### src/rtl/tmds_pkg.sv
// Shared types, control tokens and helpers for the DVI TMDS encoder.
// Latency: n/a (declarations only).
// Backpressure: n/a.
package tmds_pkg;

  typedef logic [9:0]        tmds_sym_t;
  typedef logic signed [4:0] disp_t;

  // Control tokens indexed by {C1,C0}; bit 0 is the first bit on the wire.
  localparam tmds_sym_t TOK_CTL00 = 10'h354;
  localparam tmds_sym_t TOK_CTL01 = 10'h0AB;
  localparam tmds_sym_t TOK_CTL10 = 10'h154;
  localparam tmds_sym_t TOK_CTL11 = 10'h2AB;

  function automatic logic [3:0] popcount8(input logic [7:0] v);
    logic [3:0] n;
    n = '0;
    for (int i = 0; i < 8; i++) begin
      n = n + {3'b000, v[i]};
    end
    return n;
  endfunction

endpackage

### src/rtl/tmds_encoder_if.sv
// Pixel-in / symbol-out bundle between the framestore and the TMDS encoder.
// Latency: n/a (wires only).
// Backpressure: none; the pixel stream is free-running on the pixel clock.
interface tmds_encoder_if;
  import tmds_pkg::*;

  logic [7:0] red_i;
  logic [7:0] green_i;
  logic [7:0] blue_i;
  logic       hsync_i;
  logic       vsync_i;
  logic       de_i;
  logic       pat_sel_i;
  tmds_sym_t  tmds0_o;
  tmds_sym_t  tmds1_o;
  tmds_sym_t  tmds2_o;

  // Encoder side.
  modport slave (
    input  red_i, green_i, blue_i, hsync_i, vsync_i, de_i, pat_sel_i,
    output tmds0_o, tmds1_o, tmds2_o
  );

  // Pixel source / serialiser side.
  modport master (
    output red_i, green_i, blue_i, hsync_i, vsync_i, de_i, pat_sel_i,
    input  tmds0_o, tmds1_o, tmds2_o
  );

endinterface

### src/rtl/tmds_chan.sv
// One TMDS channel: transition-minimising stage, then DC-balancing stage with running disparity.
// Latency: 2 clk cycles from d/c0/c1/de to sym.
// Backpressure: none; a new symbol is produced every cycle.
module tmds_chan
  import tmds_pkg::*;
(
  input  logic       clk,
  input  logic       rst,
  input  logic [7:0] d,
  input  logic       c0,
  input  logic       c1,
  input  logic       de,
  output tmds_sym_t  sym
);

  logic [3:0] n1;
  logic       use_xnor;
  logic [8:0] qm_next;

  logic [8:0] q_m;
  logic       de_q;
  logic       c0_q;
  logic       c1_q;

  logic [3:0] n1q;
  disp_t      diff;
  disp_t      qm8_x2;
  disp_t      nqm8_x2;
  disp_t      cnt;
  disp_t      cnt_next;
  tmds_sym_t  sym_next;

  assign n1 = popcount8(d);

  // Stage 1: choose XOR or XNOR chain to minimise transitions.
  always_comb begin
    use_xnor   = (n1 > 4'd4) || ((n1 == 4'd4) && !d[0]);
    qm_next    = '0;
    qm_next[0] = d[0];
    for (int i = 1; i < 8; i++) begin
      qm_next[i] = use_xnor ? ~(qm_next[i-1] ^ d[i]) : (qm_next[i-1] ^ d[i]);
    end
    qm_next[8] = ~use_xnor;
  end

  // Stage 1 register: q_m word plus the control bits travelling alongside it.
  always_ff @(posedge clk or posedge rst) begin
    if (rst) begin
      q_m  <= '0;
      de_q <= 1'b0;
      c0_q <= 1'b0;
      c1_q <= 1'b0;
    end else begin
      q_m  <= qm_next;
      de_q <= de;
      c0_q <= c0;
      c1_q <= c1;
    end
  end

  // diff = ones - zeros of q_m[7:0]; 2*n1q wraps harmlessly in 5 bits when n1q is 8.
  assign n1q     = popcount8(q_m[7:0]);
  assign diff    = disp_t'({n1q, 1'b0} - 5'd8);
  assign qm8_x2  = q_m[8] ? 5'sd2 : 5'sd0;
  assign nqm8_x2 = q_m[8] ? 5'sd0 : 5'sd2;

  // Stage 2: token during blanking, otherwise pick inversion to steer disparity toward zero.
  always_comb begin
    sym_next = TOK_CTL00;
    cnt_next = cnt;
    if (!de_q) begin
      unique case ({c1_q, c0_q})
        2'b00:   sym_next = TOK_CTL00;
        2'b01:   sym_next = TOK_CTL01;
        2'b10:   sym_next = TOK_CTL10;
        default: sym_next = TOK_CTL11;
      endcase
      cnt_next = '0;
    end else if ((cnt == 5'sd0) || (n1q == 4'd4)) begin
      sym_next = {~q_m[8], q_m[8], q_m[8] ? q_m[7:0] : ~q_m[7:0]};
      cnt_next = q_m[8] ? (cnt + diff) : (cnt - diff);
    end else if (((cnt > 5'sd0) && (n1q > 4'd4)) || ((cnt < 5'sd0) && (n1q < 4'd4))) begin
      sym_next = {1'b1, q_m[8], ~q_m[7:0]};
      cnt_next = cnt + qm8_x2 - diff;
    end else begin
      sym_next = {1'b0, q_m[8], q_m[7:0]};
      cnt_next = cnt + diff - nqm8_x2;
    end
  end

  // Stage 2 register: output symbol and running disparity.
  always_ff @(posedge clk or posedge rst) begin
    if (rst) begin
      sym <= TOK_CTL00;
      cnt <= '0;
    end else begin
      sym <= sym_next;
      cnt <= cnt_next;
    end
  end

endmodule

### src/rtl/tmds_encoder.sv
// DVI TMDS encoder: RGB + syncs + de to three 10-bit symbol streams (ch0 blue, ch1 green, ch2 red); TMDS_PATTERN_EN adds a colour-bar generator.
// Latency: 2 clk_i cycles, all channels aligned.
// Backpressure: none; consumes and produces one pixel every cycle.
module tmds_encoder
  import tmds_pkg::*;
#(
  parameter logic HSYNC_POL = 1'b1,
  parameter logic VSYNC_POL = 1'b1
) (
  input  logic         clk_i,
  input  logic         rst_i,
  tmds_encoder_if.slave bus
);

  logic       hs_c;
  logic       vs_c;
  logic [7:0] r_s;
  logic [7:0] g_s;
  logic [7:0] b_s;

  // C0/C1 are 1 while the corresponding sync is active, whatever the source polarity.
  assign hs_c = bus.hsync_i ^ ~HSYNC_POL;
  assign vs_c = bus.vsync_i ^ ~VSYNC_POL;

`ifdef TMDS_PATTERN_EN
  logic [11:0] pix_cnt;
  logic [2:0]  bar;

  // Pixel position within the active line; restarts at every blanking cycle.
  always_ff @(posedge clk_i or posedge rst_i) begin
    if (rst_i) begin
      pix_cnt <= '0;
    end else begin
      pix_cnt <= bus.de_i ? (pix_cnt + 12'd1) : 12'd0;
    end
  end

  assign bar = pix_cnt[9:7];

  // Eight 128-pixel bars replace the live pixel when the pattern is selected.
  always_comb begin
    r_s = bus.red_i;
    g_s = bus.green_i;
    b_s = bus.blue_i;
    if (bus.pat_sel_i) begin
      r_s = {8{bar[2]}};
      g_s = {8{bar[1]}};
      b_s = {8{bar[0]}};
    end
  end
`else
  logic unused_pat_sel;

  assign unused_pat_sel = bus.pat_sel_i;
  assign r_s = bus.red_i;
  assign g_s = bus.green_i;
  assign b_s = bus.blue_i;
`endif

  tmds_chan u_ch0 (
    .clk (clk_i),
    .rst (rst_i),
    .d   (b_s),
    .c0  (hs_c),
    .c1  (vs_c),
    .de  (bus.de_i),
    .sym (bus.tmds0_o)
  );

  tmds_chan u_ch1 (
    .clk (clk_i),
    .rst (rst_i),
    .d   (g_s),
    .c0  (1'b0),
    .c1  (1'b0),
    .de  (bus.de_i),
    .sym (bus.tmds1_o)
  );

  tmds_chan u_ch2 (
    .clk (clk_i),
    .rst (rst_i),
    .d   (r_s),
    .c0  (1'b0),
    .c1  (1'b0),
    .de  (bus.de_i),
    .sym (bus.tmds2_o)
  );

endmodule

### src/flat_wrapper.sv
// flat-port wrapper written by rule: the top's interface ports become plain ports
module tmds_encoder_flat import tmds_pkg::*;
#(
  parameter logic HSYNC_POL = 1'b1,
  parameter logic VSYNC_POL = 1'b1
)
  (clk_i, rst_i, bus_red_i, bus_green_i, bus_blue_i, bus_hsync_i, bus_vsync_i, bus_de_i, bus_pat_sel_i, bus_tmds0_o, bus_tmds1_o, bus_tmds2_o);
  tmds_encoder_if bus_i ();
  input  logic clk_i;
  input  logic rst_i;
  input wire logic [$bits(bus_i.red_i)-1:0] bus_red_i;
  input wire logic [$bits(bus_i.green_i)-1:0] bus_green_i;
  input wire logic [$bits(bus_i.blue_i)-1:0] bus_blue_i;
  input wire logic [$bits(bus_i.hsync_i)-1:0] bus_hsync_i;
  input wire logic [$bits(bus_i.vsync_i)-1:0] bus_vsync_i;
  input wire logic [$bits(bus_i.de_i)-1:0] bus_de_i;
  input wire logic [$bits(bus_i.pat_sel_i)-1:0] bus_pat_sel_i;
  output wire logic [$bits(bus_i.tmds0_o)-1:0] bus_tmds0_o;
  output wire logic [$bits(bus_i.tmds1_o)-1:0] bus_tmds1_o;
  output wire logic [$bits(bus_i.tmds2_o)-1:0] bus_tmds2_o;
  assign bus_i.red_i = bus_red_i;
  assign bus_i.green_i = bus_green_i;
  assign bus_i.blue_i = bus_blue_i;
  assign bus_i.hsync_i = bus_hsync_i;
  assign bus_i.vsync_i = bus_vsync_i;
  assign bus_i.de_i = bus_de_i;
  assign bus_i.pat_sel_i = bus_pat_sel_i;
  assign bus_tmds0_o = bus_i.tmds0_o;
  assign bus_tmds1_o = bus_i.tmds1_o;
  assign bus_tmds2_o = bus_i.tmds2_o;
  tmds_encoder #(.HSYNC_POL(HSYNC_POL), .VSYNC_POL(VSYNC_POL)) u_core (.clk_i(clk_i), .rst_i(rst_i), .bus(bus_i));
endmodule
### config.mk
export PLATFORM = sky130hd
export DESIGN_NAME = tmds_encoder_flat
export DESIGN_NICKNAME = d
export VERILOG_FILES = /design/src/rtl/tmds_pkg.sv /design/src/rtl/tmds_encoder_if.sv /design/src/rtl/tmds_chan.sv /design/src/rtl/tmds_encoder.sv /design/src/flat_wrapper.sv
export SDC_FILE = /design/constraint.sdc
export NUM_CORES = 1
export LEC_CHECK = 0
export CAP_MARGIN = 0
export CORE_UTILIZATION = 60
export CTS_BUF_LIST = sky130_fd_sc_hd__clkbuf_4 sky130_fd_sc_hd__clkbuf_8 sky130_fd_sc_hd__clkbuf_16
export DETAILED_ROUTE_END_ITERATION = 6
export HOLD_SLACK_MARGIN = 0.15
export PLACE_DENSITY = 0.89
export SLEW_MARGIN = 20
export SYNTH_ARGS = -nofsm -noshare
export SYNTH_HDL_FRONTEND = slang
export SYNTH_SLANG_ARGS = --single-unit
export TNS_END_PERCENT = 50
### constraint.sdc
create_clock -name clk_i -period 8.8 [get_ports clk_i]
set_input_delay 1.76 -clock clk_i [delete_from_list [all_inputs] [get_ports clk_i]]
set_output_delay 1.76 -clock clk_i [all_outputs]
set_load 0.02 [all_outputs]
==> impl_metrics.yaml <==
routing:
  ant_nets: 0
  routed_wl_um: 11200
  drc: 0
  viasPerCell: 5.28
  drt-initial-drc-count: 153
  vias: 3807
  drtPass1Iterations: 4
  wl_per_cell_um: 15.6
finish:
  fin_cells: 721
  diodes: 0
  area_growth_pct: 15.9
  drive_gt1_frac: 0.0869
  final_nets: 735
timing:
  relSlewSlack: 0.414
  hold_viol: 0
  timing.final.crit_period_ns: 5.27
  fin_skew_ns: 0.00769
  rsz0062_at_grt: "false"
  setup_viol: 0
  fin_crit_sh: 0.599
  tns_ns: 0
  max_freq_mhz: 190
  tightest_slew_ns: 0.879
  slew_violations: 0
synth:
  syn_area_mm2: 0.00568
  synth_nets: 673
  async_reset_ff_frac: 1.00
  synth_enable_flop_cells: 0
  ys_seq_area_frac: 0.321
  synth_top_flop_cell: "dfrtp_1"
  synth_cell_type_count: 46
  ys_ff_latch: 72
  yosys_warnings: 0
  syn_avg_cell_area_um2: 10.5
  synth_cells: 543
floorplan:
  core_area_mm2: 0.00920
  start_util: 0.618
  io-pin-count: 60
  die-area_mm2: 0.00986
  rows: 35
  die_height_um: 99.3
  die_w_um: 99.3
setup_path:
  startpoint_type: "primary input"
  worstSetupEndpointType: "flip-flop"
  slowest_stage: "fa_1"
  crit_path_cell_trace: "clkdlybuf4s50_1 > inv_1 > fa_1 > fa_1 > fa_1 > inv_1 > ha_1 > fa_1 > nor3_1 > o22ai_1 > xnor2_1 > xnor2_1"
  crit_family: "adder cells"
  cp.buffers_inverters: 3
  timing.rr.end: "u_core.u_ch1.cnt[3]"
  r2r_cells: 15
  reg2reg_from: "u_core.u_ch1.q_m[0]"
  crit_type: "primary input to flip-flop"
  rrSetupSlack_ns: 3.99
  cp_common_cell: "fa_1"
  cpPeakStageDelay_ns: 0.56
  critPathArrivalTime_ns: 5.55
  required_ns: 9.08
  crit_fanout: 5
min_path:
  hold_path_class: "flip-flop to flip-flop"
  holdPathEnd: "u_core.u_ch2.sym[2]"
  min-delay-start: "u_core.u_ch2.q_m[2]"
  holdPathStages: 2
status:
  status: "complete, no violations"
clock_network:
  cts_root_buf: "clkbuf_8"
  tritoncts: "done"
  cts.sinks: 72
  cts_setup_buffers: 0
  cts_resized: 0
  cts.clk_slew.worst_paths_ns: 0.08
  clk_latency_ns: 0.36
  hold_buffers: 0
  cts_inserted_buffers: 9
  clockBufferDepth: 2
  htree_levels: 3
grt:
  grt_first_pass_wirelength_um: 19300
  grt_max_degree: 73
  antenna_found_initial: 0
  first_global_vias: 4244
  track_usage: 0.255
  grt_overflow: 0
placement:
  hpwl_um: 8830
  gp_congestion: 0.896
  placedCellCount: 705
  numPortBuffers: 58
flow_run:
  drv_cap: 0
-- metal layers --
metal,share of wire,global-route usage,vias to the layer above
met2,0.54,0.460,82
li1,-,-,1822
met1,0.40,0.296,1875
met3,0.030,0.0408,28
met4,0.027,0.121,0
met5,0,0,-
-- how the worst max path moves through the flow --
stage	slack, ns	to	cells after the start	start
after global placement	3.30	u_core.u_ch0.q_m[7]	12	bus_blue_i[0]
after floorplan	4.01	u_core.u_ch2.q_m[5]	11	bus_red_i[0]
final	3.53	u_core.u_ch1.q_m[7]	12	bus_green_i[0]
after global routing	3.31	u_core.u_ch1.q_m[7]	12	bus_green_i[0]
after CTS	3.51	u_core.u_ch1.q_m[7]	12	bus_green_i[0]
after detailed placement	3.15	u_core.u_ch1.q_m[7]	12	bus_green_i[0]
-- Yosys cell counts, drive strengths merged (10+ instances only) --
cell type | n | area [µm²]
xnor2 | 62 | 603
nand2 | 22 | 85.1
xor2 | 30 | 278
mux2i | 11 | 110
a21o | 12 | 90.1
fa | 39 | 781
dfrtp | 57 | 1430
o21ai | 10 | 57.6
nor2 | 33 | 124
dfstp | 15 | 394
inv | 103 | 387
a21oi | 26 | 145
ha | 61 | 763
-- worst reg2reg max path, stage by stage (launching register included) --
cell	delay [ns]
dfrtp_1	0.42
fa_1	0.54
inv_1	0.05
fa_1	0.45
fa_1	0.49
inv_1	0.04
ha_1	0.20
fa_1	0.38
xor2_1	0.30
ha_1	0.21
nor3b_1	0.51
nor2_1	0.16
a21oi_1	0.39
mux2i_1	0.24
nor2_1	0.07
a211oi_1	0.27
-- logic make-up (layout without fill, tap and decap cells) --
family                   after synthesis  count (layout)  share of synthesized area
AND/OR/NAND/NOR                       82              82                     0.0652
XOR/XNOR                              93              93                      0.159
multiplexers                          12              12                     0.0214
AO/OA/AOI/OAI                         72              72                     0.0875
buffers and inverters                112             179                     0.0745
flip-flops                            72              72                      0.321
adder cells (fa/ha/maj)              100             100                      0.272
-- final cells by class --
cell class                 count  area, µm²
clock buffer                  11        145
clock inverter                 5       57.6
fill                         618       2620
inverter                     103        387
multi-input combinational    359       3440
sequential                    72       1820
tap                          111        139
timing repair buffer          60        596
-- flip-flops by register name, indices dropped and copies added (netlist names) --
signal and flops:
u_core.u_ch0.c1_q 1, u_core.u_ch1.cnt 4, u_core.u_ch0.q_m 9, u_core.u_ch1.q_m 9, u_core.u_ch0.cnt 4, u_core.u_ch0.sym 10
u_core.u_ch2.sym 10, u_core.u_ch2.q_m 9, u_core.u_ch1.sym 10, u_core.u_ch2.cnt 4, u_core.u_ch0.c0_q 1, u_core.u_ch2.de_q 1
-- cell usage in the layout (no fill, tap or decap), types with 4 or more instances in the layout --
cell	Yosys	routed
a21oi_1	24	24
xnor2_2	8	8
ha_1	61	61
o21bai_1	4	4
nor3_1	9	9
dfstp_2	15	15
clkbuf_8	0	10
a211oi_1	4	4
xor2_1	28	28
mux2i_1	11	11
nand2_1	21	21
a21o_1	12	12
inv_1	103	102
nor2_1	33	33
o21ai_0	6	6
clkdlybuf4s50_1	0	58
fa_1	39	39
dfrtp_1	57	57
xnor2_1	54	54
o311a_1	4	4
-- through the flow --
step	utilization	hold WS [ns]	instance area [µm²]	worst slack [ns]
2_1_floorplan	-	0.490	5680	4.01
3_3_place_gp	0.693	0.517	6380	3.30
3_5_place_dp	0.693	0.524	6380	3.15
4_1_cts	0.716	0.542	6580	3.51
5_1_grt	0.716	0.574	6580	3.31
6_report	0.716	0.542	6580	3.53
Power is left out: the tool's default activity adds up to more than one toggle a clock period on the data nets, which glitch-free logic cannot reach.
